$ cat config.mk
export PLATFORM = sky130hd
export DESIGN_NAME = systolic_result_collector_flat
export DESIGN_NICKNAME = d
export VERILOG_FILES = /design/src/rtl/systolic_result_collector_pkg.sv /design/src/rtl/systolic_result_collector_if.sv /design/src/rtl/systolic_result_collector_fifo.sv /design/src/rtl/systolic_result_collector.sv /design/src/flat_wrapper.sv
export SDC_FILE = /design/constraint.sdc
export NUM_CORES = 1
export LEC_CHECK = 0
export CORE_ASPECT_RATIO = 0.5
export CORE_UTILIZATION = 34
export CTS_CLUSTER_DIAMETER = 80
export DETAILED_ROUTE_END_ITERATION = 12
export PLACE_DENSITY_LB_ADDON = 0.15
export SLEW_MARGIN = 20
export SYNTH_ARGS = -nofsm -noshare
export SYNTH_HDL_FRONTEND = slang
export SYNTH_SLANG_ARGS = --single-unit
$ cat constraint.sdc
create_clock -name clk -period 3.5 [get_ports clk]
set_clock_uncertainty 0.2 [all_clocks]
set_input_delay 0.35 -clock clk [delete_from_list [all_inputs] [get_ports clk]]
set_output_delay 0.35 -clock clk [all_outputs]
set_load 0.05 [all_outputs]
$ cat src/rtl/systolic_result_collector_pkg.sv
// Shared types and constants for the systolic result collector.
// RESULT_CHECKSUM_EN adds a fifth per-matrix checksum element.
package systolic_pkg;

    typedef enum logic [1:0] {
        IDLE,
        BEAT2,
        TAIL
    } capState_e;

    localparam logic [7:0] OE_ACTIVE = 8'hFF;

`ifdef RESULT_CHECKSUM_EN
    localparam int ELEMS = 5;
`else
    localparam int ELEMS = 4;
`endif

    localparam int ENTRY_W = 8 * ELEMS;
    localparam int IDX_W   = $clog2(ELEMS);

    // Undo the core's nibble split: returns {first element, second element}.
    function automatic logic [15:0] unpackBeat(input logic [7:0] uo, input logic [7:0] uio);
        return {uio[7:4], uo[7:4], uio[3:0], uo[3:0]};
    endfunction

endpackage

$ cat src/rtl/systolic_result_collector_if.sv
// Core result bus in, element stream out; master is the collector side.
interface systolic_result_collector_if;

    logic [7:0] mm_uo;
    logic [7:0] mm_uio;
    logic [7:0] mm_oe;
    logic [7:0] el_data;
    logic [1:0] el_idx;
    logic       el_last;
    logic       el_valid;
    logic       el_ready;

    modport master (
        input  mm_uo, mm_uio, mm_oe, el_ready,
        output el_data, el_idx, el_last, el_valid
    );

    modport slave (
        output mm_uo, mm_uio, mm_oe, el_ready,
        input  el_data, el_idx, el_last, el_valid
    );

endinterface

$ cat src/rtl/systolic_result_collector_fifo.sv
// Generic synchronous FIFO; a push while full is taken when a pop happens in the same cycle.
module result_fifo #(
    parameter int WIDTH = 32,
    parameter int DEPTH = 2
) (
    input  logic             clk,
    input  logic             rst_n,
    input  logic             push_i,
    input  logic             pop_i,
    input  logic [WIDTH-1:0] wdata_i,
    output logic [WIDTH-1:0] rdata_o,
    output logic             empty_o,
    output logic             full_o,
    output logic             accept_o
);

    localparam int AW = $clog2(DEPTH);
    localparam logic [AW:0] PTR_ONE = 1;

    logic [WIDTH-1:0] mem_q [DEPTH];
    logic [AW:0]      wrPtr_q;
    logic [AW:0]      rdPtr_q;
    logic             doPush;
    logic             doPop;

    assign empty_o  = (wrPtr_q == rdPtr_q);
    assign full_o   = (wrPtr_q[AW] != rdPtr_q[AW]) && (wrPtr_q[AW-1:0] == rdPtr_q[AW-1:0]);
    assign doPop    = pop_i && !empty_o;
    assign doPush   = push_i && (!full_o || doPop);
    assign accept_o = doPush;
    assign rdata_o  = mem_q[rdPtr_q[AW-1:0]];

    always_ff @(posedge clk or negedge rst_n) begin
        if (!rst_n) begin
            wrPtr_q <= '0;
            rdPtr_q <= '0;
        end else begin
            if (doPush) wrPtr_q <= wrPtr_q + PTR_ONE;
            if (doPop)  rdPtr_q <= rdPtr_q + PTR_ONE;
        end
    end

    always_ff @(posedge clk) begin
        if (doPush) mem_q[wrPtr_q[AW-1:0]] <= wdata_i;
    end

endmodule

$ cat src/rtl/systolic_result_collector.sv
// Captures the core's two-beat result burst, buffers whole 2x2 matrices, streams elements row-major.
// RESULT_CHECKSUM_EN appends a checksum element after C11.
module systolic_result_collector
    import systolic_pkg::*;
#(
    parameter int DEPTH = 2
) (
    input  logic                        clk,
    input  logic                        rst_n,
    systolic_result_collector_if.master bus,
    input  logic                        clr,
    output logic                        full,
    output logic                        overflow,
    output logic                        proto_err,
    output logic [7:0]                  mat_count
);

    capState_e          state_q;
    logic [15:0]        stage_q;
    logic [IDX_W-1:0]   drainIdx_q;
    logic               overflow_q;
    logic               protoErr_q;
    logic [7:0]         matCount_q;

    logic               beatOn;
    logic [15:0]        beatEls;
    logic               pushReq;
    logic               pushAcc;
    logic               popHead;
    logic               fifoEmpty;
    logic               fifoFull;
    logic               elValid;
    logic               handshake;
    logic               isLast;
    logic [31:0]        matrix;
    logic [ENTRY_W-1:0] entryIn;
    logic [ENTRY_W-1:0] headEntry;
    logic [7:0]         headEls [2**IDX_W];

    assign beatOn  = (bus.mm_oe == OE_ACTIVE);
    assign beatEls = unpackBeat(bus.mm_uo, bus.mm_uio);
    assign pushReq = (state_q == BEAT2) && beatOn;

    // Entry byte k holds element k: C00, C01, C10, C11 (, checksum).
    assign matrix = {beatEls[7:0], beatEls[15:8], stage_q[7:0], stage_q[15:8]};

`ifdef RESULT_CHECKSUM_EN
    logic [7:0] checksum;
    assign checksum = stage_q[15:8] + stage_q[7:0] + beatEls[15:8] + beatEls[7:0];
    assign entryIn  = {checksum, matrix};
`else
    assign entryIn  = matrix;
`endif

    result_fifo #(
        .WIDTH (ENTRY_W),
        .DEPTH (DEPTH)
    ) u_fifo (
        .clk      (clk),
        .rst_n    (rst_n),
        .push_i   (pushReq),
        .pop_i    (popHead),
        .wdata_i  (entryIn),
        .rdata_o  (headEntry),
        .empty_o  (fifoEmpty),
        .full_o   (fifoFull),
        .accept_o (pushAcc)
    );

    for (genvar i = 0; i < 2**IDX_W; i++) begin : g_els
        if (i < ELEMS) begin : g_used
            assign headEls[i] = headEntry[8*i +: 8];
        end else begin : g_unused
            assign headEls[i] = 8'h00;
        end
    end

    assign elValid   = !fifoEmpty;
    assign isLast    = (drainIdx_q == IDX_W'(ELEMS - 1));
    assign handshake = elValid && bus.el_ready;
    assign popHead   = handshake && isLast;

    // The checksum slot (index 4) reports idx 0 through the low two bits.
    assign bus.el_valid = elValid;
    assign bus.el_data  = elValid ? headEls[drainIdx_q] : 8'h00;
    assign bus.el_idx   = elValid ? drainIdx_q[1:0] : 2'd0;
    assign bus.el_last  = elValid && isLast;

    assign full      = fifoFull;
    assign overflow  = overflow_q;
    assign proto_err = protoErr_q;
    assign mat_count = matCount_q;

    always_ff @(posedge clk or negedge rst_n) begin
        if (!rst_n) begin
            state_q    <= IDLE;
            stage_q    <= '0;
            protoErr_q <= 1'b0;
        end else begin
            case (state_q)
                IDLE: begin
                    if (beatOn) begin
                        stage_q <= beatEls;
                        state_q <= BEAT2;
                    end
                end
                BEAT2: begin
                    if (beatOn) begin
                        state_q <= TAIL;
                    end else begin
                        protoErr_q <= 1'b1;
                        state_q    <= IDLE;
                    end
                end
                TAIL: begin
                    if (beatOn) protoErr_q <= 1'b1;
                    else        state_q    <= IDLE;
                end
                default: state_q <= IDLE;
            endcase
            if (clr) protoErr_q <= 1'b0;
        end
    end

    always_ff @(posedge clk or negedge rst_n) begin
        if (!rst_n) begin
            overflow_q <= 1'b0;
            matCount_q <= 8'd0;
        end else if (clr) begin
            overflow_q <= 1'b0;
            matCount_q <= 8'd0;
        end else begin
            if (pushReq && !pushAcc) overflow_q <= 1'b1;
            if (pushAcc)             matCount_q <= matCount_q + 8'd1;
        end
    end

    always_ff @(posedge clk or negedge rst_n) begin
        if (!rst_n) begin
            drainIdx_q <= '0;
        end else if (handshake) begin
            drainIdx_q <= isLast ? '0 : drainIdx_q + IDX_W'(1);
        end
    end

endmodule
$ cat src/flat_wrapper.sv
// flat-port wrapper written by rule: the top's interface ports become plain ports
module systolic_result_collector_flat import systolic_pkg::*;
#(
    parameter int DEPTH = 2
)
  (clk, rst_n, clr, full, overflow, proto_err, mat_count, bus_mm_uo, bus_mm_uio, bus_mm_oe, bus_el_ready, bus_el_data, bus_el_idx, bus_el_last, bus_el_valid);
  systolic_result_collector_if bus_i ();
  input  logic clk;
  input  logic rst_n;
  input  logic clr;
  output logic full;
  output logic overflow;
  output logic proto_err;
  output logic [7:0] mat_count;
  input wire logic [$bits(bus_i.mm_uo)-1:0] bus_mm_uo;
  input wire logic [$bits(bus_i.mm_uio)-1:0] bus_mm_uio;
  input wire logic [$bits(bus_i.mm_oe)-1:0] bus_mm_oe;
  input wire logic [$bits(bus_i.el_ready)-1:0] bus_el_ready;
  output wire logic [$bits(bus_i.el_data)-1:0] bus_el_data;
  output wire logic [$bits(bus_i.el_idx)-1:0] bus_el_idx;
  output wire logic [$bits(bus_i.el_last)-1:0] bus_el_last;
  output wire logic [$bits(bus_i.el_valid)-1:0] bus_el_valid;
  assign bus_i.mm_uo = bus_mm_uo;
  assign bus_i.mm_uio = bus_mm_uio;
  assign bus_i.mm_oe = bus_mm_oe;
  assign bus_i.el_ready = bus_el_ready;
  assign bus_el_data = bus_i.el_data;
  assign bus_el_idx = bus_i.el_idx;
  assign bus_el_last = bus_i.el_last;
  assign bus_el_valid = bus_i.el_valid;
  systolic_result_collector #(.DEPTH(DEPTH)) u_core (.clk(clk), .rst_n(rst_n), .bus(bus_i), .clr(clr), .full(full), .overflow(overflow), .proto_err(proto_err), .mat_count(mat_count));
endmodule
* Word level (Yosys, flattened, before mapping)
Memory sizes are Yosys's and may differ from the RTL's. Index checks and enable logic that the tools add are counted.
Storage, ports and cells: bits in registers 34, memories 1, bits in writable memories 64
Memory list:
- u_core.u_fifo.mem_q | words 2, bits a word 32, read ports 1, clocked after memory_dff 0, wr ports 1, line systolic_result_collector_fifo.sv:20 | logic [WIDTH-1:0] mem_q [DEPTH];
Operators by class: reduce and logical (&&, ||, !) cells 19, bitwise gates (word level) 1, muxes and demuxes 20, eq/ne operators 11, $add $sub $neg 4, $lt $le $gt $ge 1
Operators with widths (number):
- $mux 8 | 5
- $bmux 8 s2 | 1
- $mux 2 | 5
- $add 8x1->8 const B | 1
- $eq 8x8->1 const B | 1
- $logic_and 1x1->1 | 8
- $mux 1 | 7
- $add 2x1->2 const B | 3
- $pmux 2 s3 | 1
- $eq 2x2->1 const B | 2
- $reduce_and 2->1 | 2
- $reduce_bool 2->1 | 2
- $ge 3x3->1 const B | 1
- $logic_not 1->1 | 3
- $ne 3x2->1 const B | 1
- $ne 3x3->1 const B | 1
- $not 2->3 | 1
- $reduce_and 3->1 | 1
- $reduce_bool 3->1 | 1
- $eq 2x1->1 const B | 1
- $eq 2x2->1 | 1
- $logic_not 2->1 | 1
- $ne 2x1->1 const B | 1
- $ne 2x2->1 const B | 1
- 4 further kinds | 4

* Logic depth before layout (Yosys ltp)
Gate-level depths: netlist of the first run.
depth after elaboration 11, depth in mapped cells 7, gate-level depth less buffers 5

* Cells and area by module
Synthesis of the first run repeated with hierarchy kept, for this count alone.
Unflattened totals: cells, all modules 249, area, all modules 4116.4 um^2
By module, submodules not included:
- result_fifo | area an instance 2577.5 um^2, instances 1, cells an instance 131
- systolic_result_collector | area an instance 1539.0 um^2, instances 1, cells an instance 118

* Least setup slack after synthesis of the first run
No wires, ideal clock.
kind flip-flop to flip-flop, start register u_core.u_fifo.rdPtr_q[1], end memory u_core.u_fifo.mem_q[0][0], enable pin, slack 0.449 ns, clock period less this slack 3.051 ns, data arrival time 2.430 ns, stages on the path, launching flop included 6, library setup time 0.421 ns, data required time 2.879 ns, path through dfrtp_1 > xnor2_1 > a211oi_2 > buf_6 > nand2b_1 > nor2_1
Between the ends: longest elaborated chain between the ends 9
Ends and longest elaborated chain:
- start: declaration | line systolic_result_collector_fifo.sv:22 | logic [AW:0] rdPtr_q;
- start signal: assignment | line systolic_result_collector_fifo.sv:39 | if (doPop) rdPtr_q <= rdPtr_q + PTR_ONE;
- $eq 2x2->1 | line systolic_result_collector_fifo.sv:26 | assign empty_o = (wrPtr_q == rdPtr_q);
- $logic_not 1->1 | line systolic_result_collector_fifo.sv:28, systolic_result_collector.sv:78
- $logic_and 1x1->1 | line systolic_result_collector.sv:80 | assign handshake = elValid && bus.el_ready;
- $logic_and 1x1->1 | line systolic_result_collector.sv:81 | assign popHead = handshake && isLast;
- $logic_and 1x1->1 | line systolic_result_collector_fifo.sv:28 | assign doPop = pop_i && !empty_o;
- $logic_or 1x1->1 (*) | line systolic_result_collector_fifo.sv:29 | assign doPush = push_i && (!full_o || doPop);
- $logic_and 1x1->1 (*) | line systolic_result_collector_fifo.sv:29
- $mux 1 (*) | line systolic_result_collector_fifo.sv:44 | if (doPush) mem_q[wrPtr_q[AW-1:0]] <= wdata_i;
- $mux 1 (implied by the code) (*) | line systolic_result_collector_fifo.sv:44
- end: declaration | line systolic_result_collector_fifo.sv:20
Every way passes the cells marked *; elsewhere a longest branch is shown, timed or not.

* Final worst setup path of the first run
start register u_core.u_fifo.rdPtr_q[0], end output bus_el_data[6]
Between the ends: longest elaborated chain between the ends 5
Ends and longest elaborated chain:
- $mem_v2 2x32
- $bmux 8 s2 | line systolic_result_collector.sv:85 | assign bus.el_data = elValid ? headEls[drainIdx_q] : 8'h00;
- $mux 8 (implied by the code) (2 in a row) | line systolic_result_collector.sv:85
- $mux 8 (*) | line systolic_result_collector.sv:85
- end: declaration | line flat_wrapper.sv:19 | output wire logic [$bits(bus_i.el_data)-1:0] bus_el_data;
Every way passes the cells marked *; elsewhere a longest branch is shown, timed or not. The select of a mux whose other input is x is not followed.

==> qor.yml, run 1 <==
sta:
  timing.final.ws_setup_ns: 0.3060
  finalSetupViolCount: 0
  timing.fmax_mhz: 313.1
  timing.final.max_slew_violations: 0
  period_share_pct: 91.26
  finalHoldWorstSlack_ns: 0.2631
  timing.final.hold_violations: 0
  timing.setup.tns_ns: 0
  post-route-min-period_ns: 3.194
  max_slew.worst_pin.slew_ns: 0.8413
  worst_slew_margin_rel_pct: 43.91
  unrepaired_setup_endpoints_after_global_routing: "no"
finish:
  fraction_of_layout_cells_with_a_size_suffix_above_1_pct: 23.39
  finish.cell_count_without_fillers: 454
  filler_cells: 978
  multi_input_area_um2: 1166
  synthToLayoutAreaGrowth_pct: 25.16
  final_instance_area_um2: 5024
  final_net_count: 320
  seq_area_um2: 2773
  antenna_cells_inserted: 0
detailed_routing:
  dr.first_iter.drc_count: 95
  via_count: 2151
  wire_per_inst_um: 16.33
  firstDrtPassIters: 4
  viasPerCell: 4.738
  detail_route.wirelength_um: 7412
  ant_nets: 0
  remaining_drcs: 0
critical_path:
  worstRegToRegCells: 6
  crit_arrival_ns: 2.64
  worstSetupEndpointType: "output port"
  criticalPathCategory: "reg -> out"
  worst-endpoint-required_ns: 2.95
  r2r_end: "u_core.u_fifo.mem_q[0][22]$_DFFE_PP_"
  worstReg2RegStart: "u_core.drainIdx_q[0]$_DFFE_PN0N_"
  worstPathMaxFanout: 12
  ff2ff_setup_slack_ns: 0.78
  start_kind: "flop"
synthesis:
  synth_seq_area_share_pct: 69.08
  synth-main-ff-cell: "sky130_fd_sc_hd__edfxtp_1"
  postSynthCellCount: 228
  synth_warnings: 0
  synth_cell_type_count: 43
  synth_nets: 258
  synth.largest_area_cell: "sky130_fd_sc_hd__edfxtp_1"
  share_of_flip_flops_with_an_asynchronous_set_or_reset_pct: 34.69
  postSynthRegisterBits: 98
  post-synth-top-area-fraction_pct: 47.88
  yosysMostFrequentCell: "sky130_fd_sc_hd__edfxtp_1"
  synth.area.top_cells: "sky130_fd_sc_hd__edfxtp_1, sky130_fd_sc_hd__dfrtp_1, sky130_fd_sc_hd__mux4_2"
  synth-edff-count: 64
  syn-mean-instance-area_um2: 17.60
  syn-cell-area_um2: 4014
  synth_common_cells: "sky130_fd_sc_hd__edfxtp_1, sky130_fd_sc_hd__dfrtp_1, sky130_fd_sc_hd__mux2_2"
power_and_ir_drop:
  static-leakage-power_nw: 1.817
  vdd.ir_drop.worst_mv: 0.2504
  powerDensity_nw_per_um2: 454.3
min_path:
  hp-start: "u_core.stage_q[2]$_DFFE_PN0P_"
  whs_path_depth: 0
  holdCritPathClass: "reg -> reg"
  whs_endpoint: "u_core.u_fifo.mem_q[1][10]$_DFFE_PP_"
clocking:
  total_cts_buffers: 9
  clock_sink_count: 98
  cts_buffer_depth: 2
  tritoncts: "done"
  root_cell_of_the_clock_tree: "sky130_fd_sc_hd__clkbuf_16"
  hold_buffers: 1
  cts_htree_levels: 3
  cts.repair.resized: 0
  clk_transition_reported_paths_ns: 0.07
  clkLatencyLatePin_ns: 0.33
  post_cts_setup_repair_bufs: 0
placed_design:
  preCtsSetupSlack_ns: 0.6302
  detailed_place_hpwl_um: 4861
  placedCellCount: 437
  placement_stage_cell_area_um2: 4715
  gp_routability_congestion: 0.7416
  port-buffer-count: 50
floorplanning:
  core-area_um2: 11250
  count_of_standard_cell_rows: 27
  ios: 51
  dieArea_um2: 12270
  effective_utilization_at_floorplan_pct: 35.68
  fp.dieH_um: 78.83
  width_of_the_chip_um: 155.7
run:
  drv_cap: 0
global_route:
  antenna_violations_before_repair: 0
  first_global_vias: 2304
  grt.total_usage_pct: 13.21
  grt_start_max_net_pins: 35
  grt_pass1_wl_um: 11940
  grt_overflow_total: 0
outcome:
  outcome: "completed"
==> registers in the layout (all words and copies together) (netlist names) <==
register / cells
u_core.drainIdx_q: 2
u_core.mat_count: 8
u_core.overflow: 1
u_core.proto_err: 1
u_core.stage_q: 16
u_core.state_q: 2
u_core.u_fifo.mem_q: 64
u_core.u_fifo.rdPtr_q: 2
u_core.u_fifo.wrPtr_q: 2
==> where the power goes <==
group / leakage, nW / switching (mW) / internal [mW] / total (mW)
registers: 1.05 / 0.0115 / 1.25 / 1.27
clock network: 0.141 / 0.406 / 0.544 / 0.950
logic: 0.624 / 0.0260 / 0.0407 / 0.0666
total: 1.82 / 0.444 / 1.84 / 2.28
==> how the worst max path moves through the flow <==
stage,cells after the start,from,endpoint,slack (ns)
6_report,5,u_core.u_fifo.rdPtr_q[0]$_DFFE_PN0P_,bus_el_data[6],0.31
5_1_grt,5,u_core.u_fifo.rdPtr_q[0]$_DFFE_PN0P_,bus_el_data[6],0.15
2_1_floorplan,5,u_core.u_fifo.rdPtr_q[1]$_DFFE_PN0P_,u_core.u_fifo.mem_q[0][0]$_DFFE_PP_,0.45
4_1_cts,5,u_core.u_fifo.rdPtr_q[0]$_DFFE_PN0P_,bus_el_data[6],0.25
3_3_place_gp,5,u_core.u_fifo.rdPtr_q[0]$_DFFE_PN0P_,bus_el_data[6],0.69
3_5_place_dp,5,u_core.u_fifo.rdPtr_q[0]$_DFFE_PN0P_,bus_el_data[6],0.63
==> cell type report <==
type / instances / share of cell area (%)
inverters: 3 / 0.2740
flip-flops and latches: 98 / 55.19
well taps: 159 / 3.960
clock buffers: 12 / 5.305
multi-input cells: 117 / 23.21
repair buffers: 61 / 11.41
clock inverters: 4 / 0.6476
==> placed cells by master, fill, tap and decap left out, types with 2 or more instances in the layout <==
master,count
sky130_fd_sc_hd__clkbuf_16,9
sky130_fd_sc_hd__and3_1,2
sky130_fd_sc_hd__nor2b_1,2
sky130_fd_sc_hd__mux2_2,17
sky130_fd_sc_hd__dfrtp_1,34
sky130_fd_sc_hd__a21oi_1,9
sky130_fd_sc_hd__nor2_1,12
sky130_fd_sc_hd__clkbuf_8,3
sky130_fd_sc_hd__nand2_1,2
sky130_fd_sc_hd__o31ai_1,5
sky130_fd_sc_hd__clkinvlp_4,2
sky130_fd_sc_hd__clkdlybuf4s50_1,46
sky130_fd_sc_hd__and4_1,2
sky130_fd_sc_hd__mux4_2,14
sky130_fd_sc_hd__mux4_1,2
sky130_fd_sc_hd__and2_1,4
sky130_fd_sc_hd__or4_1,5
sky130_fd_sc_hd__xnor2_1,5
sky130_fd_sc_hd__ha_1,2
sky130_fd_sc_hd__nand3_1,6
sky130_fd_sc_hd__mux2i_1,9
sky130_fd_sc_hd__mux2_1,2
sky130_fd_sc_hd__buf_4,13
sky130_fd_sc_hd__edfxtp_1,64
sky130_fd_sc_hd__inv_1,2
==> worst max-delay path, stage by stage (launching register included) <==
cell and delay (ns):
sky130_fd_sc_hd__dfrtp_1 0.51, sky130_fd_sc_hd__buf_4 0.34, sky130_fd_sc_hd__mux4_2 0.53, sky130_fd_sc_hd__mux2i_1 0.16, sky130_fd_sc_hd__nor2_1 0.05, sky130_fd_sc_hd__clkdlybuf4s50_1 0.70
==> stage by stage <==
step                      utilization (%)  power (mW)
after global routing                44.66       2.372
final                               44.66       2.282
after CTS                           44.66       2.316
after floorplan                         -       1.306
after global placement              41.91       1.354
after detailed placement            41.91       1.358
==> per-layer routing <==
metal	global-route usage, %	wire (um)
met4	3.529	52
met2	21.79	3637
met1	16.39	3369
met3	4.967	352
met5	0	0
==> cell families (layout without fill, tap and decap cells) <==
kind of cell | Yosys count | after routing | synth area share, %
flops | 98 | 98 | 69.08
simple gates | 46 | 46 | 6.890
mux | 44 | 44 | 16.74
compound gates | 18 | 18 | 2.868
buf+inv | 13 | 80 | 2.088
xor+xnor | 7 | 7 | 1.715
fa+ha+maj | 2 | 2 | 0.6233
No activity file was read; power rests on OpenSTA's default activity.
==> run 2, diff against run 1 <==
--- a/config.mk
+++ b/config.mk
@@ -10,7 +10,7 @@
 export CTS_CLUSTER_DIAMETER = 80
 export DETAILED_ROUTE_END_ITERATION = 12
 export PLACE_DENSITY_LB_ADDON = 0.15
-export SLEW_MARGIN = 20
+export SLEW_MARGIN = 5
 export SYNTH_ARGS = -nofsm -noshare
 export SYNTH_HDL_FRONTEND = slang
 export SYNTH_SLANG_ARGS = --single-unit
==> results of run 2 <==
Same layout as run 1: the final DEF is identical, and so are final timing and power.
==> run 3, diff against run 2 <==
--- a/config.mk
+++ b/config.mk
@@ -10,6 +10,7 @@
 export CTS_CLUSTER_DIAMETER = 80
 export DETAILED_ROUTE_END_ITERATION = 12
 export PLACE_DENSITY_LB_ADDON = 0.15
+export SKIP_CTS_REPAIR_TIMING = 1
 export SLEW_MARGIN = 5
 export SYNTH_ARGS = -nofsm -noshare
 export SYNTH_HDL_FRONTEND = slang
==> results of run 3 <==
Same layout as run 1: the final DEF is identical, and so are final timing and power.
Among the figures that moved: wire length of the first global-routing pass 11940 um -> 11930 um; via count of the first global-routing pass 2304 -> 2298; overall routing resource usage 13.21% -> 13.19%; met2 usage 21.79% -> 21.75%
